===== config.mk =====
export PLATFORM = sky130hd
export DESIGN_NAME = popcount_arb
export DESIGN_NICKNAME = d
export VERILOG_FILES = /design/src/rtl/popcount_arb.sv
export SDC_FILE = /design/constraint.sdc
export NUM_CORES = 1
export LEC_CHECK = 0
export CORE_UTILIZATION = 44
export DETAILED_ROUTE_END_ITERATION = 8
export PLACE_DENSITY = 0.82
export SYNTH_ARGS = -nofsm -noshare
export SYNTH_HDL_FRONTEND = slang
export SYNTH_SLANG_ARGS = --single-unit

===== constraint.sdc =====
create_clock -name clk -period 4.8 [get_ports clk]
set_input_delay 0.96 -clock clk [delete_from_list [all_inputs] [get_ports clk]]
set_output_delay 0.96 -clock clk [all_outputs]
set_load 0.02 [all_outputs]

===== src/rtl/popcount_arb.sv =====
`default_nettype none
// +--------------------------------------------------------------------+
// | popcount_arb: round-robin arbiter sharing one popcount datapath    |
// | behind a two-stage valid/ready pipeline.       Revision: 1.0       |
// +--------------------------------------------------------------------+
module popcount_arb #(
   parameter int N_REQ      = 4,
   parameter int DATA_W     = 32,
   parameter int ADDER_TREE = 0,
   parameter int ID_W       = $clog2(N_REQ)
) (
   input  logic                      clk,
   input  logic                      rst,
   input  logic [N_REQ-1:0]          req_valid,
   output logic [N_REQ-1:0]          req_ready,
   input  logic [N_REQ*DATA_W-1:0]   req_data,
   output logic                      resp_valid,
   input  logic                      resp_ready,
   output logic [DATA_W-1:0]         resp_data,
   output logic [ID_W-1:0]           resp_id
);

   localparam int c_CNT_W = 7;

   logic [ID_W-1:0]    r_ptr;
   logic               r_s1_valid;
   logic [ID_W-1:0]    r_s1_id;
   logic [DATA_W-1:0]  r_s1_data;
   logic               r_s2_valid;
   logic [ID_W-1:0]    r_s2_id;
   logic [DATA_W-1:0]  r_s2_cnt;

   logic               w_s1_accept;
   logic               w_s2_accept;
   logic [N_REQ-1:0]   w_grant;
   logic [ID_W-1:0]    w_gnt_id;
   logic               w_gnt_any;
   logic [ID_W-1:0]    w_idx;
   logic [c_CNT_W-1:0] w_cnt;

   // 6:3 compressor built from two full adders; weight-2 carries summed separately
   function automatic logic [2:0] f_c63(input logic [5:0] b);
      logic       s_a, c_a, s_b, c_b;
      logic [1:0] twos;
      s_a  = b[0] ^ b[1] ^ b[2];
      c_a  = (b[0] & b[1]) | (b[0] & b[2]) | (b[1] & b[2]);
      s_b  = b[3] ^ b[4] ^ b[5];
      c_b  = (b[3] & b[4]) | (b[3] & b[5]) | (b[4] & b[5]);
      twos = {1'b0, c_a} + {1'b0, c_b} + {1'b0, s_a & s_b};
      return {twos, s_a ^ s_b};
   endfunction

   assign w_s2_accept = !r_s2_valid || resp_ready;
   assign w_s1_accept = !r_s1_valid || w_s2_accept;

   always_comb begin
      w_grant   = '0;
      w_gnt_id  = '0;
      w_gnt_any = 1'b0;
      w_idx     = '0;
      for (int k = 0; k < N_REQ; k++) begin
         w_idx = ID_W'((int'(r_ptr) + k) % N_REQ);
         if (!w_gnt_any && req_valid[w_idx]) begin
            w_gnt_any      = 1'b1;
            w_grant[w_idx] = 1'b1;
            w_gnt_id       = w_idx;
         end
      end
   end

   // ready is held low for the whole reset interval, not just until the next edge
   assign req_ready = rst ? '0 : (w_grant & {N_REQ{w_s1_accept}});

   generate
      if (ADDER_TREE != 0) begin : g_adder_tree
         logic [c_CNT_W-1:0] w_sum [DATA_W];
         always_comb begin
            for (int i = 0; i < DATA_W; i++) begin
               w_sum[i] = {{(c_CNT_W-1){1'b0}}, r_s1_data[i]};
            end
            for (int s = 1; s < DATA_W; s = s * 2) begin
               for (int i = 0; i + s < DATA_W; i = i + 2 * s) begin
                  w_sum[i] = w_sum[i] + w_sum[i+s];
               end
            end
            w_cnt = w_sum[0];
         end
      end else begin : g_csa
         localparam int c_NGRP = (DATA_W + 5) / 6;
         logic [6*c_NGRP-1:0] w_pad;
         logic [c_CNT_W-1:0]  w_acc;
         assign w_pad = {{(6*c_NGRP-DATA_W){1'b0}}, r_s1_data};
         always_comb begin
            w_acc = '0;
            for (int g = 0; g < c_NGRP; g++) begin
               w_acc = w_acc + {{(c_CNT_W-3){1'b0}}, f_c63(w_pad[6*g +: 6])};
            end
            w_cnt = w_acc;
         end
      end
   endgenerate

   always_ff @(posedge clk or posedge rst) begin
      if (rst) begin
         r_ptr      <= '0;
         r_s1_valid <= 1'b0;
         r_s1_id    <= '0;
         r_s1_data  <= '0;
         r_s2_valid <= 1'b0;
         r_s2_id    <= '0;
         r_s2_cnt   <= '0;
      end else begin
         if (w_s1_accept) begin
            r_s1_valid <= w_gnt_any;
            if (w_gnt_any) begin
               r_s1_id   <= w_gnt_id;
               r_s1_data <= req_data[w_gnt_id*DATA_W +: DATA_W];
               r_ptr     <= (w_gnt_id == ID_W'(N_REQ-1)) ? '0 : w_gnt_id + ID_W'(1);
            end
         end
         if (w_s2_accept) begin
            r_s2_valid <= r_s1_valid;
            if (r_s1_valid) begin
               r_s2_id  <= r_s1_id;
               r_s2_cnt <= {{(DATA_W-c_CNT_W){1'b0}}, w_cnt};
            end
         end
      end
   end

   assign resp_valid = r_s2_valid;
   assign resp_data  = r_s2_cnt;
   assign resp_id    = r_s2_id;

endmodule
`default_nettype wire


==> results by stage, run 1 <==
Yosys:
- Counting flops with a built-in enable in the synthesized netlist gives 0.
- The async set-or-reset flop fraction in the synthesized netlist is 100.0%.
- Counting every instance in the synthesized netlist gives 423.
- Summed over all instances, the cell type with the most area after synthesis is sky130_fd_sc_hd__dfrtp_1.
- In this run, synthesis produced a sequential element count of 46.
- Sorting the synthesized cells by area gives the leading types as sky130_fd_sc_hd__dfrtp_1, sky130_fd_sc_hd__mux2i_1, sky130_fd_sc_hd__fa_1.
- The proportion of synthesized chip area in sequential cells is 27.74%.
- The cell area after technology mapping is 4150 um2.
- After synthesis, the netlist uses 44 different library cells.
- The top cell type's share of synthesized area is 27.74%.
- The Yosys step of the flow raised 0 warnings.
- The mean instance size in the synthesized netlist is ~10 um2.
- In the synthesized netlist the dominant register cell turns out to be sky130_fd_sc_hd__dfrtp_1.

Placed design:
- The HPWL after detailed placement is ~8000 um.
- At the end of routability-driven placement, the weighted congestion stood at between 0.7 and 0.8.
- During placement, the flow inserted port buffers numbering 147.

Route:
- After detailed routing, the number of remaining DRC violations is 0.
- Dividing the detail-routed via count by the number of cells gives 5.318.
- The number of iterations in the first detailed-routing pass is 4.
- The detail route stage leaves a number of antenna-violating nets equal to 0.
- The number of DRC violations after detailed-routing iteration 0 is 89.
- The routed wire length is 9985 um.
- The total via count after detailed routing is roughly 3600.
- The wire length per cell after detailed routing is 14.86 um.

Final layout:
- The filler cell count in the final layout is 798.
- At the end of the flow, the number of nets in the layout was 739.
- The share of post-route cells with drive strength above 1 is 4.813%.
- Cells fill approximately three fifths of the core in the end.
- The total inserted antenna cells is 0.
- The sequential cells in the finished layout cover a total of 1151 um2.
- From synthesis to final layout, the design area changed by 37.08%.
- In the final layout, the multi-input gates occupy 2591 um2.

Floorplanning:
- The floorplan has 35 rows.
- In this run the vertical extent of the chip is between 90 and 100 um.
- The starting density of the core is between 40 and 50%.
- 174 I/O pins were placed.
- The die covers 9825 um2.
- The die extent in x is 99.12 um.
- The area of the core is 9196 um2.

Run status:
- The run finished with clean final reports.

Critical path:
- The nature of the critical path endpoint is a flip-flop.
- The worst register-to-register path begins at r_s1_data[0].
- The setup check on the worst reg-to-reg path leaves a slack of 180 ps.
- For the worst setup path, the data required time is 4950 ps.
- The setup path with the least slack is of type flip-flop to flip-flop.
- Along the worst path, the maximum fanout reaches 2.
- The endpoint arrival time on the critical path is 4770 ps.
- The terminus of the critical flop-to-flop path is resp_data[4].
- The worst setup path is launched from a flip-flop.
- The depth of the most critical reg-to-reg path is 15.

Hold path:
- The worst min-delay path category is flip-flop to flip-flop.
- The worst hold path begins at resp_data[2].
- The worst hold path terminates at resp_data[2].
- Counting instances, the worst hold path has a depth of 2.

Clock tree:
- The clock latency on the worst-skew pair is ~290 ps.
- The CTS sink count is 46.
- Once the clock tree was built, the resizer swapped 0 gates to a different size.
- Clock-pin slew was measured on the worst setup and hold paths at approximately 80 ps.
- The clock passes through at most 2 buffers.
- The tree is rooted in a sky130_fd_sc_hd__clkbuf_8.
- The number of CTS-inserted buffers is 5.
- Post-CTS timing repair inserted 0 buffers for setup.
- The H-tree level count is 2.
- The count of hold buffers inserted by post-cts repair is 0.
- TritonCTS built the clock tree.

Timing:
- The worst clock skew is between 5 and 6 ps.
- Measured against its own limit, the worst slew margin works out to 53.42%.
- Derived from the worst setup path, the maximum achievable clock frequency is approximately 0.22 GHz.
- The final count of hold timing violations came to 0.
- Of the available clock period, the critical path in the final layout requires 96.26%.
- The count of endpoints failing setup in the final report is 0.
- Setup repair after global routing left no endpoint under its margin.
- The number of pins exceeding their max-slew limit in the final report was 0.
- Subtracting the final worst setup slack from the clock period gives 4621 ps.
- In the final timing run, aggregate negative setup slack is 0 ps.
- At the pin with the least slew margin, the transition time is between 600 and 700 ps.

Global route:
- The first global-routing pass estimated 16080 um of wire.
- The via count of the first global-routing pass is 3621.
- The total global-route track usage is 20.31%.
- The total overflow reported by the global router is 0.
- The initial antenna violation count is 0.
- The pin count of the biggest net entering global routing is 51.

Flow run:
- The number of max-cap violations is 0.
-- synth_stat cells, drive strengths merged, types with 6 or more instances --
| cell | n |
|---|---|
| a21oi | 11 |
| buf | 41 |
| clkbuf | 10 |
| dfrtp | 46 |
| fa | 25 |
| ha | 19 |
| inv | 44 |
| mux2 | 6 |
| mux2i | 66 |
| nand2 | 48 |
| nor2 | 12 |
| o21ai | 14 |
| o221ai | 31 |
-- metal layers --
metal	GRT usage (%)	up-vias	wire length [um]
met5	0	-	0
met4	5.656	0	149
met3	2.881	14	422
met2	38.35	110	5406
met1	24.03	1747	4007
li1	-	1703	-
-- registers in the layout, summed over array words and instances (netlist names), named ones only --
| register | cells |
|---|---|
| r_s1_id | 2 |
| resp_valid | 1 |
| r_s1_valid | 1 |
| r_ptr | 1 |
| resp_data | 6 |
| resp_id | 2 |
| r_s1_data | 32 |
-- layout make-up --
type	count	share of cell area, %
multi-input cells	307	45.55
clock inverters	1	0.08797
well taps	111	2.441
clock buffers	7	1.517
inverters	44	2.903
flip-flops and latches	46	20.23
repair buffers	156	27.27
-- critical path: stages, from the launching register on --
cell	delay [ps]
sky130_fd_sc_hd__dfrtp_1	350
sky130_fd_sc_hd__inv_1	60
sky130_fd_sc_hd__fa_1	530
sky130_fd_sc_hd__inv_1	40
sky130_fd_sc_hd__ha_1	200
sky130_fd_sc_hd__fa_1	500
sky130_fd_sc_hd__inv_1	60
sky130_fd_sc_hd__fa_1	520
sky130_fd_sc_hd__fa_1	560
sky130_fd_sc_hd__inv_1	60
sky130_fd_sc_hd__fa_1	520
sky130_fd_sc_hd__fa_1	480
sky130_fd_sc_hd__a21o_1	170
sky130_fd_sc_hd__a21oi_1	170
sky130_fd_sc_hd__xor2_1	170
sky130_fd_sc_hd__o21ai_0	100
-- metrics by stage --
stage	hold WS (ps)	std cells	setup WS [ps]	area, um2
finish	487.7	672	179.5	5689
global route	507.3	672	31.40	5689
CTS	484.9	672	155.4	5689
detailed placement	464.5	664	171.4	5598
global placement	458.2	664	328.9	5598
floorplan	442.6	448	402.8	4244
-- how the worst max path moves through the flow --
stage | end | cells past startpoint | slack [ps] | from
after floorplan | resp_data[4] | 15 | 400 | r_s1_data[0]
after global placement | resp_data[4] | 15 | 330 | r_s1_data[0]
after detailed placement | resp_data[4] | 15 | 170 | r_s1_data[0]
after CTS | resp_data[4] | 15 | 160 | r_s1_data[0]
after global routing | resp_data[4] | 15 | 30 | r_s1_data[0]
final | resp_data[4] | 15 | 180 | r_s1_data[0]
-- cell usage in the layout, fill, tap and decap left out, types with 3 or more instances in the layout --
cell                              netlist  layout
sky130_fd_sc_hd__fa_1                  25      25
sky130_fd_sc_hd__a21oi_1               11      11
sky130_fd_sc_hd__ha_1                  19      19
sky130_fd_sc_hd__dfrtp_1               46      46
sky130_fd_sc_hd__inv_1                 44      43
sky130_fd_sc_hd__mux2_2                 5       5
sky130_fd_sc_hd__nand3_1                4       4
sky130_fd_sc_hd__buf_4                 26       8
sky130_fd_sc_hd__nand2_1               48      48
sky130_fd_sc_hd__nor3b_1                3       3
sky130_fd_sc_hd__nand2b_1               4       4
sky130_fd_sc_hd__clkdlybuf4s50_1        0     147
sky130_fd_sc_hd__conb_1                 1      26
sky130_fd_sc_hd__o21ai_0               10      10
sky130_fd_sc_hd__nor3_1                 3       3
sky130_fd_sc_hd__o221ai_1              31      31
sky130_fd_sc_hd__a221o_1                4       4
sky130_fd_sc_hd__a21o_1                 4       4
sky130_fd_sc_hd__nor2_1                12      12
sky130_fd_sc_hd__clkbuf_8               0       6
sky130_fd_sc_hd__mux2i_1               66      66
-- cell families after synthesis --
family | count (synthesis) | synth area share (%)
AOI/OAI and AO/OA | 77 | 13.69
muxes | 74 | 18.63
buffers and inverters | 95 | 12.45
adders and majority gates | 44 | 17.79
other | 1 | 0.09036
and+or+nand+nor | 82 | 8.773
xor gates and xnor gates | 4 | 0.8443
DFF | 46 | 27.74
Power of run 1 is not shown: default switching activity piles up to over one toggle a cycle in this logic, so the estimate is an artifact.
==> run 2, diff against run 1 <==
==> constraint.sdc (replaced) <==
create_clock -name clk -period 5.1 [get_ports clk]
set_input_delay 1.02 -clock clk [delete_from_list [all_inputs] [get_ports clk]]
set_output_delay 1.02 -clock clk [all_outputs]
set_load 0.1 [all_outputs]
==> run 2 against run 1 <==
- register-to-register slack improved by 370 ps
- highest routed layer unchanged
- largest cell class unchanged
- worst hold slack about the same
- sequential share of layout area increased by 0.094 points
- via count decreased by 0.98%
==> results by stage, run 2 (synthesis gave the netlist of run 1 again) <==
Clock tree:
- The H-tree level count is 2 (unchanged).
- The number of gates resized after CTS was 0 (unchanged).
- The root cell of the clock tree is sky130_fd_sc_hd__clkbuf_8.
- The clock transition time at the flip-flop clock pins of the worst setup and hold paths is 90 ps (about the same).
- The number of post-CTS setup repair buffers is 0 (unchanged).
- The number of CTS-inserted buffers is 5 (unchanged).
- TritonCTS built the clock tree.
- The count of hold buffers inserted by post-cts repair is 0 (unchanged).
- The CTS sink count is 46 (unchanged).
- The clock latency on the worst-skew pair is 300 ps (about the same).
- The number of buffers on the longest clock path came to 2 (unchanged).

Timing:
- The final count of hold timing violations is 0 (unchanged).
- The worst-case headroom to the max-slew limit is 34.28% (-19 points).
- The top achievable clock speed is 0.2198 GHz (+1.6%).
- Setup repair after global routing left no endpoint under its margin.
- The slew of the pin with the lowest slew margin was 982.8 ps (+286.6 ps).
- The worst clock skew is 10.56 ps (+5.526 ps).
- The count of endpoints failing setup in the final report was 0 (unchanged).
- The final setup TNS was 0 ps (unchanged).
- The final critical path time including I/O delays and setup came to 4549 ps (-71.73 ps).
- The number of pins exceeding their max-slew limit in the final report came to 0 (unchanged).
- The fraction of the cycle the final worst path needs is 89.19% (-7.1 points).

Final layout:
- The share of post-route cells with drive strength above 1 is 5.027% (+0.21 points).
- The flip-flop count of the largest register, all copies and words added is 32 (unchanged).
- The filler cell count in the final layout was 771 (-3.4%).
- The area growth from synthesis to final layout is 36.45%.
- Leaving out fill and tap cells, the most frequent cell in the layout is sky130_fd_sc_hd__clkdlybuf4s50_1.
- The total inserted antenna cells came to 0 (unchanged).
- In the layout the commonest cells are sky130_fd_sc_hd__clkdlybuf4s50_1, sky130_fd_sc_hd__mux2i_1, sky130_fd_sc_hd__nand2_1.
- The sequential standard cell area is 1151 um2 (unchanged).
- The largest register by flop count is r_s1_data.
- The final cell count without fillers is 668 (-0.60%).
- The area of the multi-input gates is 2591 um2 (unchanged).
- The net total in the final layout is 735 (-0.54%).

Route:
- The mean number of vias per cell was 5.298 (-0.39%).
- The remaining antenna violation count came to 0 (unchanged).
- The number of DRC violations after detailed-routing iteration 0 is 111 (+25%).
- The number of iterations in the first detailed-routing pass was 4 (unchanged).
- The total via count after detailed routing came to 3539 (-0.98%).
- The wire length per cell after detailed routing is 14.94 um (+0.56%).
- The number of remaining DRC errors is 0 (unchanged).
- The routed wire length is 9981 um (about the same).

Hold path:
- The worst min-delay path category is flip-flop to flip-flop.
- The launch instance of the worst min-delay path is r_s1_data[13].

Global route:
- The via count of the first global-routing pass is 3704 (+2.3%).
- The pin count of the biggest net entering global routing came to 51 (unchanged).
- The global-route wire length before repair is 16520 um (+2.7%).
- The total overflow reported by the global router is 0 (unchanged).
- The initial antenna violation count is 0 (unchanged).
- The total global-route track usage is 20.78% (+0.46 points).

Critical path:
- The worst path required time is 5270 ps (+320 ps).
- By startpoint and endpoint, the worst setup path is classified as flip-flop to flip-flop.
- The endpoint arrival time on the critical path was 4720 ps (-50 ps).
- The worst register-to-register path begins at r_s1_data[0].
- The nature of the critical path endpoint is a flip-flop.
- The startpoint of the worst setup timing path is r_s1_data[0].
- The worst setup path is launched from a flip-flop.
- The worst-path maximum fanout is 2 (unchanged).

Floorplanning:
- The cell row count is 35 (unchanged).
- The total die area was 9825 um2 (unchanged).
- The die span in y was 99.12 um (unchanged).
- The die extent in x is 99.12 um (unchanged).
- The area of the core is 9196 um2 (unchanged).
- The starting density of the core was 45.13% (unchanged).
- The I/O pin total is 174 (unchanged).

Placed design:
- The count of port buffers added during placement came to 147 (unchanged).
- The number of placed instances, taps included is 660 (-0.60%).
- The weighted congestion at the end of routability-driven global placement is 0.8121 (+2.7%).
- The final HPWL from detailed placement came to 7987 um (-0.77%).

Flow run:
- The number of max-cap violations is 0 (unchanged).

Run status:
- The run finished with clean final reports.
run 2: final cells by class:
cell class / count / share of cell area (%)
Clock inverter: 1 / 0.1547
Timing Repair Buffer: 152 / 26.69
Inverter: 44 / 2.916
Tap cell: 111 / 2.452
Multi-Input combinational cell: 307 / 45.76
Sequential cell: 46 / 20.33
Clock buffer: 7 / 1.701
run 2: final timing paths:
| path | to | slack [ps] | cells past startpoint |
|---|---|---|---|
| max in group asynchronous | r_s1_data[14] | 3450 | 3 |
| worst min register to register | r_s1_data[13] | 490 | 2 |
| worst min-delay path | r_s1_data[13] | 490 | 2 |
| worst max-delay path | resp_data[4] | 550 | 15 |
| min in group asynchronous | resp_id[0] | 1230 | 3 |
| worst max register to register | resp_data[4] | 550 | 15 |
run 2: routing by layer:
metal	global-route usage, %	wire length (um)
met5	0	0
met4	6.787	172
met3	3.373	471
met2	39.00	5481
met1	24.09	3856
run 2: metrics by stage:
step	utilization [%]	worst slack, ps	hold slack, ps	instance area [um2]
finish	61.58	551.2	487.5	5663
global route	61.58	300.0	517.3	5663
CTS	61.58	520.7	489.6	5663
detailed placement	60.44	533.0	467.3	5558
global placement	60.44	624.6	459.7	5558
floorplan	-	296.3	442.6	4244
run 2: worst max-delay path, stage by stage (launching register included):
cell,delay [ps]
sky130_fd_sc_hd__dfrtp_1,350
sky130_fd_sc_hd__inv_1,60
sky130_fd_sc_hd__fa_1,530
sky130_fd_sc_hd__inv_1,40
sky130_fd_sc_hd__ha_1,200
sky130_fd_sc_hd__fa_1,500
sky130_fd_sc_hd__inv_1,50
sky130_fd_sc_hd__fa_1,510
sky130_fd_sc_hd__fa_1,550
sky130_fd_sc_hd__inv_1,60
sky130_fd_sc_hd__fa_1,520
sky130_fd_sc_hd__fa_1,480
sky130_fd_sc_hd__a21o_1,170
sky130_fd_sc_hd__a21oi_1,160
sky130_fd_sc_hd__xor2_1,150
sky130_fd_sc_hd__o21ai_0,80
Power of run 2 is left out for the same reason.
==> run 3, diff against run 2 <==
- CORE_MARGIN: unset -> 1
==> results of run 3 <==
No change in the layout: final DEF, timing and power equal those of run 2.
Power of run 3 is left out for the same reason.
